--- src/rtl/ula_pkg.sv ---
// ula_pkg: opcodes, FSM state encoding and result-width helper shared by the ULA sequencer.
package ula_pkg;
    localparam logic [3:0] OP_ADD   = 4'h0;
    localparam logic [3:0] OP_SUB   = 4'h1;
    localparam logic [3:0] OP_MUL   = 4'h2;
    localparam logic [3:0] OP_DIV   = 4'h3;
    localparam logic [3:0] OP_PASSA = 4'h4;
    localparam logic [3:0] OP_PASSB = 4'h5;
    localparam logic [3:0] OP_INC   = 4'h6;
    localparam logic [3:0] OP_DEC   = 4'h7;
    localparam logic [3:0] OP_INC2  = 4'h8;
    localparam logic [3:0] OP_EQ    = 4'h9;
    localparam logic [3:0] OP_LT    = 4'hA;
    localparam logic [3:0] OP_GT    = 4'hB;
    localparam logic [3:0] OP_NOTA  = 4'hC;
    localparam logic [3:0] OP_AND   = 4'hD;
    localparam logic [3:0] OP_OR    = 4'hE;
    localparam logic [3:0] OP_XOR   = 4'hF;

    typedef enum logic [1:0] {S_IDLE, S_EXEC, S_DIV, S_DONE} state_t;

    function automatic int ula_out_w(input int n);
        return 2 * n;
    endfunction
endpackage

--- src/rtl/ula_div_seq.sv ---
// ula_div_seq: restoring divider, one quotient bit per cycle; done pulses one cycle after the last step.
module ula_div_seq #(
    parameter int N = 8
) (
    input  logic         clk,
    input  logic         rst,
    input  logic         start,
    input  logic [N-1:0] dividend,
    input  logic [N-1:0] divisor,
    output logic         done,
    output logic [N-1:0] quotient,
    output logic [N-1:0] remainder
);
    localparam int CW = $clog2(N + 1);
    logic [N-1:0]  dvs;
    logic [CW-1:0] cnt;
    logic [N:0]    trial;

    // quotient doubles as the dividend shift register; freed bits collect quotient bits
    assign trial = {remainder, quotient[N-1]} - {1'b0, dvs};

    always_ff @(posedge clk) begin
        if (rst) begin
            done      <= 1'b0;
            quotient  <= '0;
            remainder <= '0;
            dvs       <= '0;
            cnt       <= '0;
        end else begin
            done <= 1'b0;
            if (start) begin
                quotient  <= dividend;
                remainder <= '0;
                dvs       <= divisor;
                cnt       <= CW'(N);
            end else if (cnt != '0) begin
                cnt       <= cnt - CW'(1);
                done      <= cnt == CW'(1);
                remainder <= trial[N] ? {remainder[N-2:0], quotient[N-1]} : trial[N-1:0];
                quotient  <= {quotient[N-2:0], ~trial[N]};
            end
        end
    end
endmodule

--- src/rtl/ula_seq_unit.sv ---
// ula_seq_unit: sequenced ULA with start/busy/done handshake and registered result/flags.
// Define ULA_DIV_EN to build the multi-cycle divider; otherwise opcode 0011 reports an error.
module ula_seq_unit
    import ula_pkg::*;
#(
    parameter int DATA_WIDTH = 8
) (
    input  logic                                 clk,
    input  logic                                 rst,
    input  logic                                 START,
    input  logic [3:0]                           SEL_ULA,
    input  logic [DATA_WIDTH-1:0]                OP_A,
    input  logic [DATA_WIDTH-1:0]                OP_B,
    output logic                                 BUSY,
    output logic                                 DONE,
    output logic [ula_out_w(DATA_WIDTH)-1:0]     ULA_OUT,
    output logic                                 REG_COMP_OUT,
    output logic                                 REG_OVERFLOW_OUT,
    output logic                                 REG_ERR_OUT
);
    localparam int N  = DATA_WIDTH;
    localparam int OW = ula_out_w(DATA_WIDTH);

    state_t       state;
    logic [N-1:0] a_r, b_r, hi, lo, diff, dec;
    logic [3:0]   op_r;
    logic [N:0]   sum, inc1, inc2;
    logic [OW-1:0] prod;
    logic         ovf, comp, err, go_div;

    assign sum  = {1'b0, b_r} + {1'b0, a_r};
    assign inc1 = {1'b0, b_r} + (N+1)'(1);
    assign inc2 = {1'b0, b_r} + (N+1)'(2);
    assign diff = b_r - a_r;
    assign dec  = b_r - N'(1);
    assign prod = b_r * a_r;

`ifdef ULA_DIV_EN
    logic         div_done;
    logic [N-1:0] div_quo, div_rem;

    // zero divisor never reaches the divider; it completes through EXEC instead
    assign go_div = SEL_ULA == OP_DIV && |OP_A;

    ula_div_seq #(.N(N)) u_div (
        .clk      (clk),
        .rst      (rst),
        .start    (START && (state == S_IDLE || state == S_DONE) && go_div),
        .dividend (OP_B),
        .divisor  (OP_A),
        .done     (div_done),
        .quotient (div_quo),
        .remainder(div_rem)
    );
`else
    assign go_div = 1'b0;
`endif

    always_comb begin
        hi   = '0;
        lo   = '0;
        ovf  = 1'b0;
        comp = 1'b0;
        err  = 1'b0;
        case (op_r)
            OP_ADD:   begin lo = sum[N-1:0]; hi = N'(sum[N]); ovf = sum[N]; end
            OP_SUB:   begin lo = diff; ovf = b_r < a_r; end
            OP_MUL:   begin {hi, lo} = prod; ovf = |prod[OW-1:N]; end
`ifdef ULA_DIV_EN
            OP_DIV:   begin hi = b_r; lo = '1; err = 1'b1; end
`else
            OP_DIV:   err = 1'b1;
`endif
            OP_PASSA: lo = a_r;
            OP_PASSB: lo = b_r;
            OP_INC:   begin lo = inc1[N-1:0]; ovf = inc1[N]; end
            OP_DEC:   begin lo = dec; ovf = b_r == '0; end
            OP_INC2:  begin lo = inc2[N-1:0]; ovf = inc2[N]; end
            OP_EQ:    begin comp = b_r == a_r; lo = N'(comp); end
            OP_LT:    begin comp = b_r < a_r; lo = N'(comp); end
            OP_GT:    begin comp = b_r > a_r; lo = N'(comp); end
            OP_NOTA:  lo = ~a_r;
            OP_AND:   lo = b_r & a_r;
            OP_OR:    lo = b_r | a_r;
            OP_XOR:   lo = b_r ^ a_r;
        endcase
    end

    always_ff @(posedge clk) begin
        if (rst) begin
            state            <= S_IDLE;
            BUSY             <= 1'b0;
            DONE             <= 1'b0;
            ULA_OUT          <= '0;
            REG_COMP_OUT     <= 1'b0;
            REG_OVERFLOW_OUT <= 1'b0;
            REG_ERR_OUT      <= 1'b0;
            a_r              <= '0;
            b_r              <= '0;
            op_r             <= '0;
        end else begin
            DONE <= 1'b0;
            case (state)
                S_IDLE, S_DONE: begin
                    state <= START ? (go_div ? S_DIV : S_EXEC) : S_IDLE;
                    BUSY  <= START;
                    if (START) begin
                        a_r  <= OP_A;
                        b_r  <= OP_B;
                        op_r <= SEL_ULA;
                    end
                end
                S_EXEC: begin
                    state            <= S_DONE;
                    BUSY             <= 1'b0;
                    DONE             <= 1'b1;
                    ULA_OUT          <= {hi, lo};
                    REG_COMP_OUT     <= comp;
                    REG_OVERFLOW_OUT <= ovf;
                    REG_ERR_OUT      <= err;
                end
`ifdef ULA_DIV_EN
                S_DIV: if (div_done) begin
                    state            <= S_DONE;
                    BUSY             <= 1'b0;
                    DONE             <= 1'b1;
                    ULA_OUT          <= {div_rem, div_quo};
                    REG_COMP_OUT     <= 1'b0;
                    REG_OVERFLOW_OUT <= 1'b0;
                    REG_ERR_OUT      <= 1'b0;
                end
`endif
                default: begin
                    state <= S_IDLE;
                    BUSY  <= 1'b0;
                end
            endcase
        end
    end
endmodule

--- config.mk ---
export PLATFORM = sky130hd
export DESIGN_NAME = ula_seq_unit
export DESIGN_NICKNAME = d
export VERILOG_FILES = /design/src/rtl/ula_pkg.sv /design/src/rtl/ula_div_seq.sv /design/src/rtl/ula_seq_unit.sv
export SDC_FILE = /design/constraint.sdc
export NUM_CORES = 1
export LEC_CHECK = 0
export CAP_MARGIN = 20
export CORE_ASPECT_RATIO = 0.5
export CORE_UTILIZATION = 55
export DETAILED_ROUTE_END_ITERATION = 6
export MAX_ROUTING_LAYER = met4
export PLACE_DENSITY = 0.85
export SLEW_MARGIN = 30
export SYNTH_ARGS = -nofsm -noshare
export SYNTH_HDL_FRONTEND = slang
export SYNTH_SLANG_ARGS = --single-unit
export TNS_END_PERCENT = 30
--- constraint.sdc ---
create_clock -name clk -period 10.5 [get_ports clk]
set_clock_uncertainty 0.15 [all_clocks]
set_input_delay 1.05 -clock clk [delete_from_list [all_inputs] [get_ports clk]]
set_output_delay 1.05 -clock clk [all_outputs]
set_load 0.01 [all_outputs]
# Word-level counts from Yosys, hierarchy flattened
# Index checks and enable logic that the tools add are counted.
# totals
mem_count	0
ff_bits	43
output_inout_bits	21
latchBits	0
word_cells	56
rom_bits	0
mem_bits_rw	0
inputBits	23
# op_classes
n_eq_ne	18
add_sub_neg	5
bitwise_logic	5
n_div	0
mul	1
muxes	8
n_reduce_logical	7
n_lt_le_gt_ge	2
shifts	0
# op_table
operator	n
$pmux 8 s15	1
$eq 4x4->1 const B	8
$eq 4x3->1 const B	4
$mul 8x8->16	1
$pmux 8 s2	1
$add 8x1->9 const B	1
$add 8x2->9 const B	1
$add 8x8->9	1
$and 8x8->8	1
$eq 4x2->1 const B	2
$eq 8x8->1	1
$gt 8x8->1	1
$logic_not 8->1	1
$lt 8x8->1	1
$not 8->8	1
$or 8x8->8	1
$reduce_or 8->1	1
$sub 8x1->8 const B	1
$sub 8x8->8	1
$xor 8x8->8	1
$pmux 1 s6	1
$eq 4x1->1 const B	1
$logic_not 4->1	1
$pmux 2 s2	1
other kinds (8)	11

# Logic depth before layout (Yosys ltp)
# Gate-level depths: netlist of the first run.
# logic_depth
ltp_word	4
ltp_mapped	20
mapped_depth_nobuf	18

# Least setup slack after synthesis of the first run
# Ideal clock, no wire load.
# synth_timing
path_kind	flip-flop to flip-flop
startpoint	reg b_r[1]
endpoint	reg REG_OVERFLOW_OUT
required_ns	10.213
arrival_ns	4.681
path_buffers	0
path_stages_with_launch	17
setup_ns	0.137
path_slack_ns	5.532
synth_period_minus_slack_ns	4.968
cell_sequence	dfxtp_1 > clkinv_1 > nor2_1 > fa_1 > fa_1 > fa_1 > inv_1 > fa_1 > inv_1 > ha_1 > and3_1 > a221oi_2 > a21oi_1 > nor3_1 > o211ai_1 > nor4_1 > a41oi_1
# synth_between
elab_chain_cells	3
elab_cells_between_ends	8
classes_between	add/sub (3); mul (1); order compare (1); mux (1); reduce/logical (2)
# synth_lines
element	line_no	rtl
start: declaration	ula_seq_unit.sv:25	logic [N-1:0] a_r, b_r, hi, lo, diff, dec;
start signal: assignment	ula_seq_unit.sv:99	b_r <= '0;
start signal: assignment	ula_seq_unit.sv:109	b_r <= OP_B;
$mul 8x8->16	ula_seq_unit.sv:36	assign prod = b_r * a_r;
$reduce_or 8->1	ula_seq_unit.sv:68	OP_MUL: begin {hi, lo} = prod; ovf = |prod[OW-1:N]; end
$pmux 1 s6 *	ula_seq_unit.sv:65	case (op_r)
end signal: assignment	ula_seq_unit.sv:119	REG_OVERFLOW_OUT <= ovf;
end: declaration	ula_seq_unit.sv:18	output logic REG_OVERFLOW_OUT,
# Mark *: on every way between the ends. The rest lies on a longest branch, timed or not.
# A chain may end at the register's enable or synchronous reset.

# Worst setup path in the final report of the first run
# Ends and elaborated chain as after synthesis.

==> impl_results.md, run 1 <==
* HP Class: flip-flop to flip-flop
* Cells along the critical path: clkinv_1 > nor2_1 > fa_1 > fa_1 > fa_1 > inv_1 > fa_1 > inv_1 > ha_1 > and3_1 > a221oi_2 > a21oi_1 > nor3_1 > o211ai_1 > nor4_1 > a41oi_1
* Post-route ant nets at 0
* DRT iter0 DRCs at 636
* Congestion Overflow GR at 0
* Rows at 25
* CTS clk-pin slew, worst paths at 0.07 ns
* Logic pwr share at 0.438
* Post-DP HPWL at 14700 um
* Resized cells post-CTS at 0
* Fillers at 865
* Worst-path fanout max at 12
* Static Leakage at 0.00267 uW
* Clock Path Buffers at 2
* First-pass GRT wire length at 29200 um
* Syn Area/Cell at 7.74 sq um
* Max Clock Freq at 170 MHz
* Final Hold Fails at 0
* Syn Nets at 842
* CP endpoint kind: flip-flop
* Multi-input combinational cell area at 4230 sq um
* Share of cells above drive strength 1 at 0.0408
* IO Count at 44
* Sequential area share after synthesis at 0.152
* Sw Pwr at 275 uW
* Via density per instance at 6.39
* Seq pwr share at 0.307
* Crit path time final at 5.89 ns
* Clock share of power at 0.255
* Root Buffer: clkbuf_16
* Mapped cell area at 5520 sq um
* VDD IR max at 0.0876 mV
* Synth warn at 0
* DR DRC count at 0
* Sink Count at 42
* H-tree depth at 2
* Pre-antenna DRT Iters at 5
* Vias in the first global route at 5117
* Final setup vio count at 0
* Status: finished clean
* Max-Cap Viols at 0
* Internal power at 358 uW
* Critical Path Source Type: flip-flop
* Hold slack at 0.310 ns
* Place WS at 4.72 ns
* Mapped Cells at 714
* Slew headroom at 0.428
* Clk Latency, worst-skew pair at 0.29 ns
* Least-Margin Pin Slew at 0.856 ns
* Placeable core area at 9600 sq um
* Port Buf Inserts at 43
* Final Max Tran Viols at 0
* Post-CTS Setup Inserts at 0
* Sequential Area at 841 sq um
* DRT Wirelength at 18900 um
* CP arrival at 5.88 ns
* Setup tns final at 0 ns
* Cell Pwr Density at 103 nW/um^2
* Netlist cell types at 67
* Critical Path RT at 10.49 ns
* Top FF cell, synth: dfxtp_1
* Synth-to-Final Area Change at 11.4%
* RSZ-0062 raised after global routing: no
* Initial antenna violation count at 1
* Crit Path Class: flip-flop to flip-flop
* Hold_buf cts at 0
* FF+latch count, synth at 42
* Final worst-path setup slack at 4.61 ns
* Die H at 72.9 um
* Via count at 5568
* Final worst-path cycle share at 0.561
* Nets at 863
* Largest net degree at the start of global routing at 43
* Final RePlAce weighted congestion at 1.06
* TritonCTS clock tree: built
* Die area at 10500 sq um
* Cts bufs inserted at 5
* Die Width at 144 um
* Slowest cell on the critical path: dfxtp_1
* Initial core utilization at 0.575
* Sw Ratio at 0.434
* CP most frequent cell: fa_1
* Number of flops mapped to enable cells by yosys at 0
* Total Routing Usage GR at 0.392
* Routed WL per cell at 21.7 um
* CP max stage delay at 0.67 ns
* Asr flop ratio synth at 0
power groups by stage:
stage / registers (uW) / clock network, uW / logic, uW
3_5_place_dp: 196 / 0 / 264
6_report: 194 / 161 / 277
2_1_floorplan: 186 / 0 / 185
4_1_cts: 192 / 161 / 266
5_1_grt: 195 / 167 / 298
3_3_place_gp: 195 / 0 / 262
routing by layer:
| layer | vias up | global-route usage | wire length, um |
|---|---|---|---|
| met4 | 0 | 0.111 | 519 |
| met5 | - | - | 0 |
| met1 | 2634 | 0.560 | 8380 |
| li1 | 2512 | - | - |
| met3 | 59 | 0.150 | 2850 |
| met2 | 363 | 0.497 | 7160 |
worst max-delay path, delay by kind of cell, from the launching register on:
| kind | cells | cell delay (ns) |
|---|---|---|
| compound gates | 4 | 0.92 |
| simple gates | 4 | 0.94 |
| flops | 1 | 0.67 |
| buf+inv | 3 | 0.58 |
| fa+ha+maj | 5 | 2.49 |
flip-flops by register name, indices dropped and copies added (netlist names):
name	cells
REG_OVERFLOW_OUT	1
DONE	1
state	1
a_r	8
REG_ERR_OUT	1
ULA_OUT	16
op_r	4
BUSY	1
b_r	8
REG_COMP_OUT	1
final timing paths:
check	endpoint	slack (ns)	cells past startpoint	from
min reg2reg	op_r[3]$_SDFFE_PP0P_	0.31	2	op_r[3]$_SDFFE_PP0P_
max reg2reg	REG_OVERFLOW_OUT$_SDFFE_PP0P_	4.61	16	b_r[1]$_SDFFE_PP0P_
min	op_r[3]$_SDFFE_PP0P_	0.31	2	op_r[3]$_SDFFE_PP0P_
max	REG_OVERFLOW_OUT$_SDFFE_PP0P_	4.61	16	b_r[1]$_SDFFE_PP0P_
cells in the final DEF, fill, tap and decap left out, types with 13 or more instances in the layout:
cell type and count:
clkdlybuf4s50_1 43, o22ai_1 13, fa_1 38, ha_1 67, dfxtp_1 42, nor2_1 81
inv_1 69, xnor2_1 16, nand2_1 94, o21ai_0 16, a21oi_1 57
stage by stage:
step | area, sq um | utilization | cells | power [uW]
floorplan | 5520 | - | 714 | 371
global placement | 6000 | 0.625 | 863 | 458
detailed placement | 6000 | 0.625 | 863 | 460
CTS | 6150 | 0.641 | 871 | 619
global route | 6160 | 0.641 | 872 | 660
finish | 6160 | 0.641 | 872 | 633
layout make-up:
class / instances / area share
Tap cell: 135 / 0.0274
Clock buffer: 5 / 0.0203
Sequential cell: 42 / 0.137
Clock inverter: 3 / 0.00407
Timing Repair Buffer: 50 / 0.0785
Inverter: 76 / 0.0463
Antenna cell: 1 / 0.000407
Multi-Input combinational cell: 560 / 0.686
Yosys cell counts (all sizes together), types with 4 or more instances:
master,number,share of area
inv,71,0.048
dfxtp,42,0.15
nor2,81,0.055
clkbuf,17,0.012
nand2,94,0.064
o31ai,4,0.0054
nor3,9,0.010
xor2,8,0.013
o211ai,5,0.0068
a22oi,8,0.011
xnor2,16,0.025
nor2b,9,0.011
fa,38,0.14
o221ai,4,0.0063
nand4,7,0.0079
a21o,9,0.012
clkinv,5,0.0034
o21bai,5,0.0068
nor4,9,0.016
a31oi,7,0.0079
o21ai,22,0.020
buf,19,0.020
a22o,4,0.0063
nand3,10,0.0091
nand2b,5,0.0057
ha,67,0.15
a211oi,7,0.0095
a221o,4,0.0072
and2,4,0.0045
o22ai,13,0.015
mux2i,4,0.0072
a21oi,57,0.052
a221oi,6,0.012
kinds of logic after synthesis:
| kind of cell | after synthesis | synth area share |
|---|---|---|
| flops | 42 | 0.152 |
| xor+xnor | 24 | 0.0381 |
| simple gates | 243 | 0.204 |
| compound gates | 182 | 0.222 |
| mux | 6 | 0.0113 |
| buf+inv | 112 | 0.0829 |
| fa+ha+maj | 105 | 0.289 |
Power figures use the tool's default switching activity.
==> run 2: changes to the inputs <==
Settings changed: PLACE_DENSITY 0.85 to 0.88.
Clock period 10.5 ns to 5.4 ns, I/O delays scaled along.
==> impl_results.md, run 2 (synthesized netlist as in run 1, its figures left out) <==
* Congestion Overflow GR at 0 (unchanged)
* CP arrival at 5.19 ns (-0.69 ns)
* Sink Count at 42 (unchanged)
* Critical Path RT at 5.40 ns (-5.09 ns)
* Post-DP HPWL at 16400 um (+11%)
* Clock Path Buffers at 2 (unchanged)
* Placeable core area at 9600 sq um (unchanged)
* Pre-antenna DRT Iters at 5 (unchanged)
* Routed WL per cell at 23.3 um (+7.5%)
* Crit path time final at 5.18 ns (-0.705 ns)
* Most common cell after layout, fill and taps aside: nand2_1
* TritonCTS clock tree: built
* Crit Path Class: flip-flop to flip-flop
* Initial antenna violation count at 0 (-1)
* Final setup vio count at 0 (unchanged)
* Most frequent cells in the layout: 94 x nand2_1, 81 x nor2_1, 69 x inv_1
* Final RePlAce weighted congestion at 1.06 (+0.33%)
* HP Class: flip-flop to flip-flop
* Hold_buf cts at 0 (unchanged)
* Static Leakage at 0.00276 uW (+3.5%)
* RSZ-0062 raised after global routing: no
* CTS clk-pin slew, worst paths at 0.06 ns (about the same)
* Cts bufs inserted at 5 (unchanged)
* H-tree depth at 2 (unchanged)
* Biggest regs: ULA_OUT x16, a_r x8, b_r x8
* Die Width at 144 um (unchanged)
* Worst-path fanout max at 7 (-5)
* Largest net degree at the start of global routing at 43 (unchanged)
* Critical Path Source Type: flip-flop
* Port Buf Inserts at 43 (unchanged)
* Clk Latency, worst-skew pair at 0.29 ns (about the same)
* Final Hold Fails at 0 (unchanged)
* Via count at 5730 (+2.9%)
* Number of diodes at 0 (-1)
* Multi-input combinational cell area at 4240 sq um (+0.27%)
* CP most frequent cell: fa_1
* Sequential Area at 843 sq um (+0.30%)
* First-pass GRT wire length at 31600 um (+8.2%)
* DRT iter0 DRCs at 767 (+21%)
* Initial core utilization at 0.575 (unchanged)
* Cell Pwr Density at 206 nW/um^2 (+100%)
* Least-Margin Pin Slew at 1.05 ns (+0.198 ns)
* Status: finished clean
* Final Max Tran Viols at 0 (unchanged)
* Fillers at 818 (-5.4%)
* Largest Register: ULA_OUT
* Total Routing Usage GR at 0.427 (+0.0352)
* DRT Wirelength at 20700 um (+9.6%)
* Max reg flops at 16 (unchanged)
* DR DRC count at 0 (unchanged)
* Hold slack at 0.311 ns (+0.00151 ns)
* CP endpoint kind: flip-flop
* Root Buffer: clkbuf_16
* Setup tns final at 0 ns (unchanged)
* Max Clock Freq at 193 MHz (+14%)
* Vias in the first global route at 5494 (+7.4%)
* Cells along the critical path: inv_1 > nor2_1 > fa_1 > fa_1 > fa_1 > inv_1 > fa_1 > inv_1 > ha_1 > or3_1 > a221o_1 > nand4_1 > nor3b_1 > a2bb2oi_1 > nor2_1
* Final worst-path cycle share at 0.959 (+0.399)
* Nets at 881 (+2.1%)
* Die H at 72.9 um (unchanged)
* IO Count at 44 (unchanged)
* Synth-to-Final Area Change at 14.4%
* VDD IR max at 0.181 mV (+110%)
* CP max stage delay at 0.55 ns (-0.12 ns)
* Share of cells above drive strength 1 at 0.0650 (+0.0242)
* Post-route ant nets at 0 (unchanged)
* Slowest cell on the critical path: fa_1
* Via density per instance at 6.45 (+0.94%)
* Max-Cap Viols at 0 (unchanged)
* Die area at 10500 sq um (unchanged)
* Slew headroom at 0.296 (-0.132)
* Rows at 25 (unchanged)
-- run 2: final timing paths --
path	end	cells past startpoint	start	slack, ns
worst max-delay path	ULA_OUT[12]$_SDFFE_PP0P_	15	b_r[4]$_SDFFE_PP0P_	0.22
worst min-delay path	REG_COMP_OUT$_SDFFE_PP0P_	2	REG_COMP_OUT$_SDFFE_PP0P_	0.31
worst max register to register	ULA_OUT[12]$_SDFFE_PP0P_	15	b_r[4]$_SDFFE_PP0P_	0.22
worst min register to register	REG_COMP_OUT$_SDFFE_PP0P_	2	REG_COMP_OUT$_SDFFE_PP0P_	0.31
-- run 2: layer usage --
metal / GRT usage / share of wire / up-vias
met1: 0.616 / 0.46 / 2774
li1: - / - / 2551
met2: 0.585 / 0.39 / 382
met4: 0.0686 / 0.013 / 0
met3: 0.129 / 0.14 / 23
met5: - / 0 / -
-- run 2: worst max-delay path: cells and delay by family, from the launching register on --
kind                     cells  cell delay (ns)
adder cells (fa/ha/maj)      5             2.35
buffers and inverters        3             0.36
flip-flops                   1             0.50
AND/OR/NAND/NOR              5             1.13
AO/OA/AOI/OAI                2             0.56
-- run 2: repair_timing --
action | 4_1_cts | 5_1_grt
hold endpoints to repair | 0 | 0
buffers inserted | 0 | 1
endpoints found under the setup margin | 0 | 1
resized for setup | 0 | 1
-- run 2: area by class of cell --
class	count	area share
clock buffers	6	0.0204
clock inverters	2	0.00594
inverters	76	0.0451
multi-input cells	560	0.670
flip-flops and latches	42	0.133
well taps	135	0.0267
repair buffers	68	0.0978
-- run 2: power by group --
group          internal (uW)  switching, uW
clock                    219            131
combinational            204            374
sequential               332           38.9
-- run 2: through the flow --
step                      worst slack (ns)  power [uW]   util  cells  instance area (sq um)
after floorplan                      0.432         721      -    714                   5520
after global placement               0.385         920  0.638    880                   6130
after detailed placement             0.225         924  0.639    880                   6130
after CTS                            0.201        1270  0.656    888                   6300
after global routing                0.0238        1350  0.658    889                   6320
final                                0.219        1300  0.658    889                   6320
==> run 3: changes to the inputs <==
Settings changed: ABC_AREA from default to 1, SLEW_MARGIN 30 to 15.
==> impl_results.md, run 3 <==
* Status: finished clean
* Cts bufs inserted at 5 (unchanged)
* Final worst-path cycle share at 0.875 (-0.0845)
* Least-Margin Pin Slew at 0.818 ns (-0.236 ns)
* Hold_buf cts at 0 (unchanged)
* DR DRC count at 0 (unchanged)
* Netlist cell types at 41 (-39%)
* CTS clk-pin slew, worst paths at 0.07 ns (about the same)
* HP Class: flip-flop to flip-flop
* RSZ-0062 raised after global routing: no
* Met2 wire len at 7180 um (-11%)
* Cell Pwr Density at 269 nW/um^2 (+31%)
* Asr flop ratio synth at 0 (unchanged)
* CP endpoint kind: flip-flop
* Top cell type by total area after synthesis: dfxtp_1
* Static Leakage at 0.00347 uW (+26%)
* Post-synth top cells: 223 x nand2_1, 173 x inv_1, 67 x ha_1, 64 x a21oi_1, 57 x nand3_1
* Initial antenna violation count at 0 (unchanged)
* DRT Wirelength at 17300 um (-17%)
* Post-CTS Setup Inserts at 0 (unchanged)
* Rows at 25 (unchanged)
* Crit path time final at 4.72 ns (-0.456 ns)
* Largest Register: ULA_OUT
* First-pass GRT wire length at 27600 um (-13%)
* Syn Area/Cell at 6.48 sq um (-16%)
* Port Buf Inserts at 43 (unchanged)
* Crit Path Class: flip-flop to flip-flop
* Sequential area share after synthesis at 0.148 (-0.00429)
* Share of cells above drive strength 1 at 0.0419 (-0.0230)
* Worst-path fanout max at 11 (+4)
* Critical Path RT at 5.41 ns (about the same)
* Biggest regs: ULA_OUT x16, a_r x8, b_r x8
* Met3 routed WL at 1840 um (-36%)
* Most instantiated library cell after synthesis: nand2_1
* Die Width at 146 um (+1.4%)
* Mapped Cells at 877 (+23%)
* Root Buffer: clkbuf_16
* Number of diodes at 0 (unchanged)
* Most frequent cells in the layout: 223 x nand2_1, 173 x inv_1, 67 x ha_1
* Setup tns final at 0 ns (unchanged)
* Syn Nets at 1005 (+19%)
* DRT met1 WL at 7840 um (-18%)
* Mapped cell area at 5680 sq um (+2.9%)
* Max-Cap Viols at 0 (unchanged)
* Top FF cell, synth: dfxtp_1
* Max reg flops at 16 (unchanged)
* Yosys top cell area share at 0.148 (-0.00429)
* Final Hold Fails at 0 (unchanged)
* H-tree depth at 2 (unchanged)
* Nets at 1033 (+17%)
* Routed WL per cell at 16.6 um (-29%)
* Post-DP HPWL at 13700 um (-17%)
* VDD IR max at 0.228 mV (+26%)
* Synth warn at 0 (unchanged)
* Pre-antenna DRT Iters at 5 (unchanged)
* TritonCTS clock tree: built
* Most common cell after layout, fill and taps aside: nand2_1
* DRT iter0 DRCs at 639 (-17%)
* Number of flops mapped to enable cells by yosys at 0 (unchanged)
* Clock Path Buffers at 2 (unchanged)
* Final setup vio count at 0 (unchanged)
* Sink Count at 42 (unchanged)
* Total Routing Usage GR at 0.346 (-0.0809)
* CP arrival at 4.73 ns (-0.46 ns)
* Clk Latency, worst-skew pair at 0.30 ns (about the same)
* Via density per instance at 5.68 (-12%)
* Die area at 10800 sq um (+2.8%)
* Fillers at 901 (+10%)
* IO Count at 44 (unchanged)
* Slew headroom at 0.453 (+0.157)
* Final Max Tran Viols at 0 (unchanged)
* Critical Path Source Type: flip-flop
* Congestion Overflow GR at 0 (unchanged)
* DR top layer: met4
* Via count at 5912 (+3.2%)
* Vias in the first global route at 5422 (-1.3%)
* Resized cells post-CTS at 0 (unchanged)
* Final RePlAce weighted congestion at 0.994 (-6.4%)
* Max Clock Freq at 212 MHz (+9.7%)
* Initial core utilization at 0.584 (+0.00906)
* FF+latch count, synth at 42 (unchanged)
* Synth-to-Final Area Change at 11.9%
* Die H at 73.9 um (+1.4%)
* Placeable core area at 9730 sq um (+1.3%)
* Post-route ant nets at 0 (unchanged)
* Top cells by area, synth: dfxtp_1 15%, ha_1 15%, nand2_1 15%, fa_1 13%, inv_1 11%
* Power after layout at 1710 uW (+32%)
* Largest net degree at the start of global routing at 42 (-2.3%)
==> run 3: cell count changes after synthesis, sizes merged, moves of 6 or more <==
| cell | change |
|---|---|
| a21o | -8 |
| inv | +106 |
| a211oi | -6 |
| buf | -9 |
| a21oi | +8 |
| xnor2 | -14 |
| a22oi | -8 |
| nand3 | +47 |
| nor2b | -9 |
| nand2 | +130 |
| nor2 | -25 |
| o21ai | +21 |
| clkbuf | +7 |
==> run 3: critical path, cell delays in order, from the launching register on <==
cell and delay [ns]:
dfxtp_1 0.60, ha_1 0.35, fa_1 0.45, fa_1 0.47
fa_1 0.54, inv_1 0.05, fa_1 0.53, inv_1 0.04
ha_1 0.35, nand2_1 0.09, nand2_1 0.06, inv_1 0.09
nand2_1 0.06, nand2_1 0.09, nand3_1 0.09, nand2_1 0.07
nand2_1 0.06, nor2_1 0.09, nand3_1 0.09, nand2_1 0.07
nand2_1 0.06, nand2_1 0.06, a21oi_1 0.06
==> run 3: cell families (layout without fill, tap and decap cells) <==
group | after synthesis | in the layout | synth area share
and+or+nand+nor | 371 | 371 | 0.279
DFF | 42 | 42 | 0.148
adders and majority gates | 105 | 105 | 0.281
xor gates and xnor gates | 8 | 8 | 0.0123
buffers and inverters | 212 | 241 | 0.146
AOI/OAI and AO/OA | 139 | 139 | 0.133
==> run 3: routing by layer <==
layer,vias up,GRT usage
li1,2818,-
met1,2718,0.458
met2,328,0.535
met3,48,0.0752
met4,0,0.0947
met5,-,-
==> run 3: path summary, 6_finish.rpt <==
kind	from	end	slack, ns	depth (start not counted)
max reg2reg	b_r[4]$_SDFFE_PP0P_	REG_OVERFLOW_OUT$_SDFFE_PP0P_	0.68	22
min reg2reg	ULA_OUT[3]$_SDFFE_PP0P_	ULA_OUT[3]$_SDFFE_PP0P_	0.32	2
min	ULA_OUT[3]$_SDFFE_PP0P_	ULA_OUT[3]$_SDFFE_PP0P_	0.32	2
max	b_r[4]$_SDFFE_PP0P_	REG_OVERFLOW_OUT$_SDFFE_PP0P_	0.68	22
==> run 3: layout make-up <==
class	count	area, sq um	share of cell area
clock buffer	5	125	0.0197
clock inverter	3	23.8	0.00374
inverter	178	668	0.105
multi-input combinational	623	4010	0.631
sequential	42	841	0.132
tap	135	169	0.0266
timing repair buffer	55	520	0.0818
==> run 3: stage by stage <==
| stage | worst slack [ns] | hold WS [ns] | util | instance area, sq um | cells |
|---|---|---|---|---|---|
| finish | 0.675 | 0.316 | 0.654 | 6360 | 1041 |
| global route | 0.403 | 0.337 | 0.654 | 6360 | 1041 |
| CTS | 0.745 | 0.319 | 0.654 | 6360 | 1041 |
| detailed placement | 0.769 | 0.305 | 0.638 | 6210 | 1033 |
| global placement | 0.880 | 0.302 | 0.638 | 6210 | 1033 |
| floorplan | 0.964 | 0.340 | - | 5680 | 877 |
==> run 3: report_power, final <==
group	internal, uW	leakage [uW]	total, uW	switching, uW
logic	337	0.00306	957	620
clock network	174	0.0000664	328	154
registers	352	0.000344	425	73.5
total	863	0.00347	1710	848
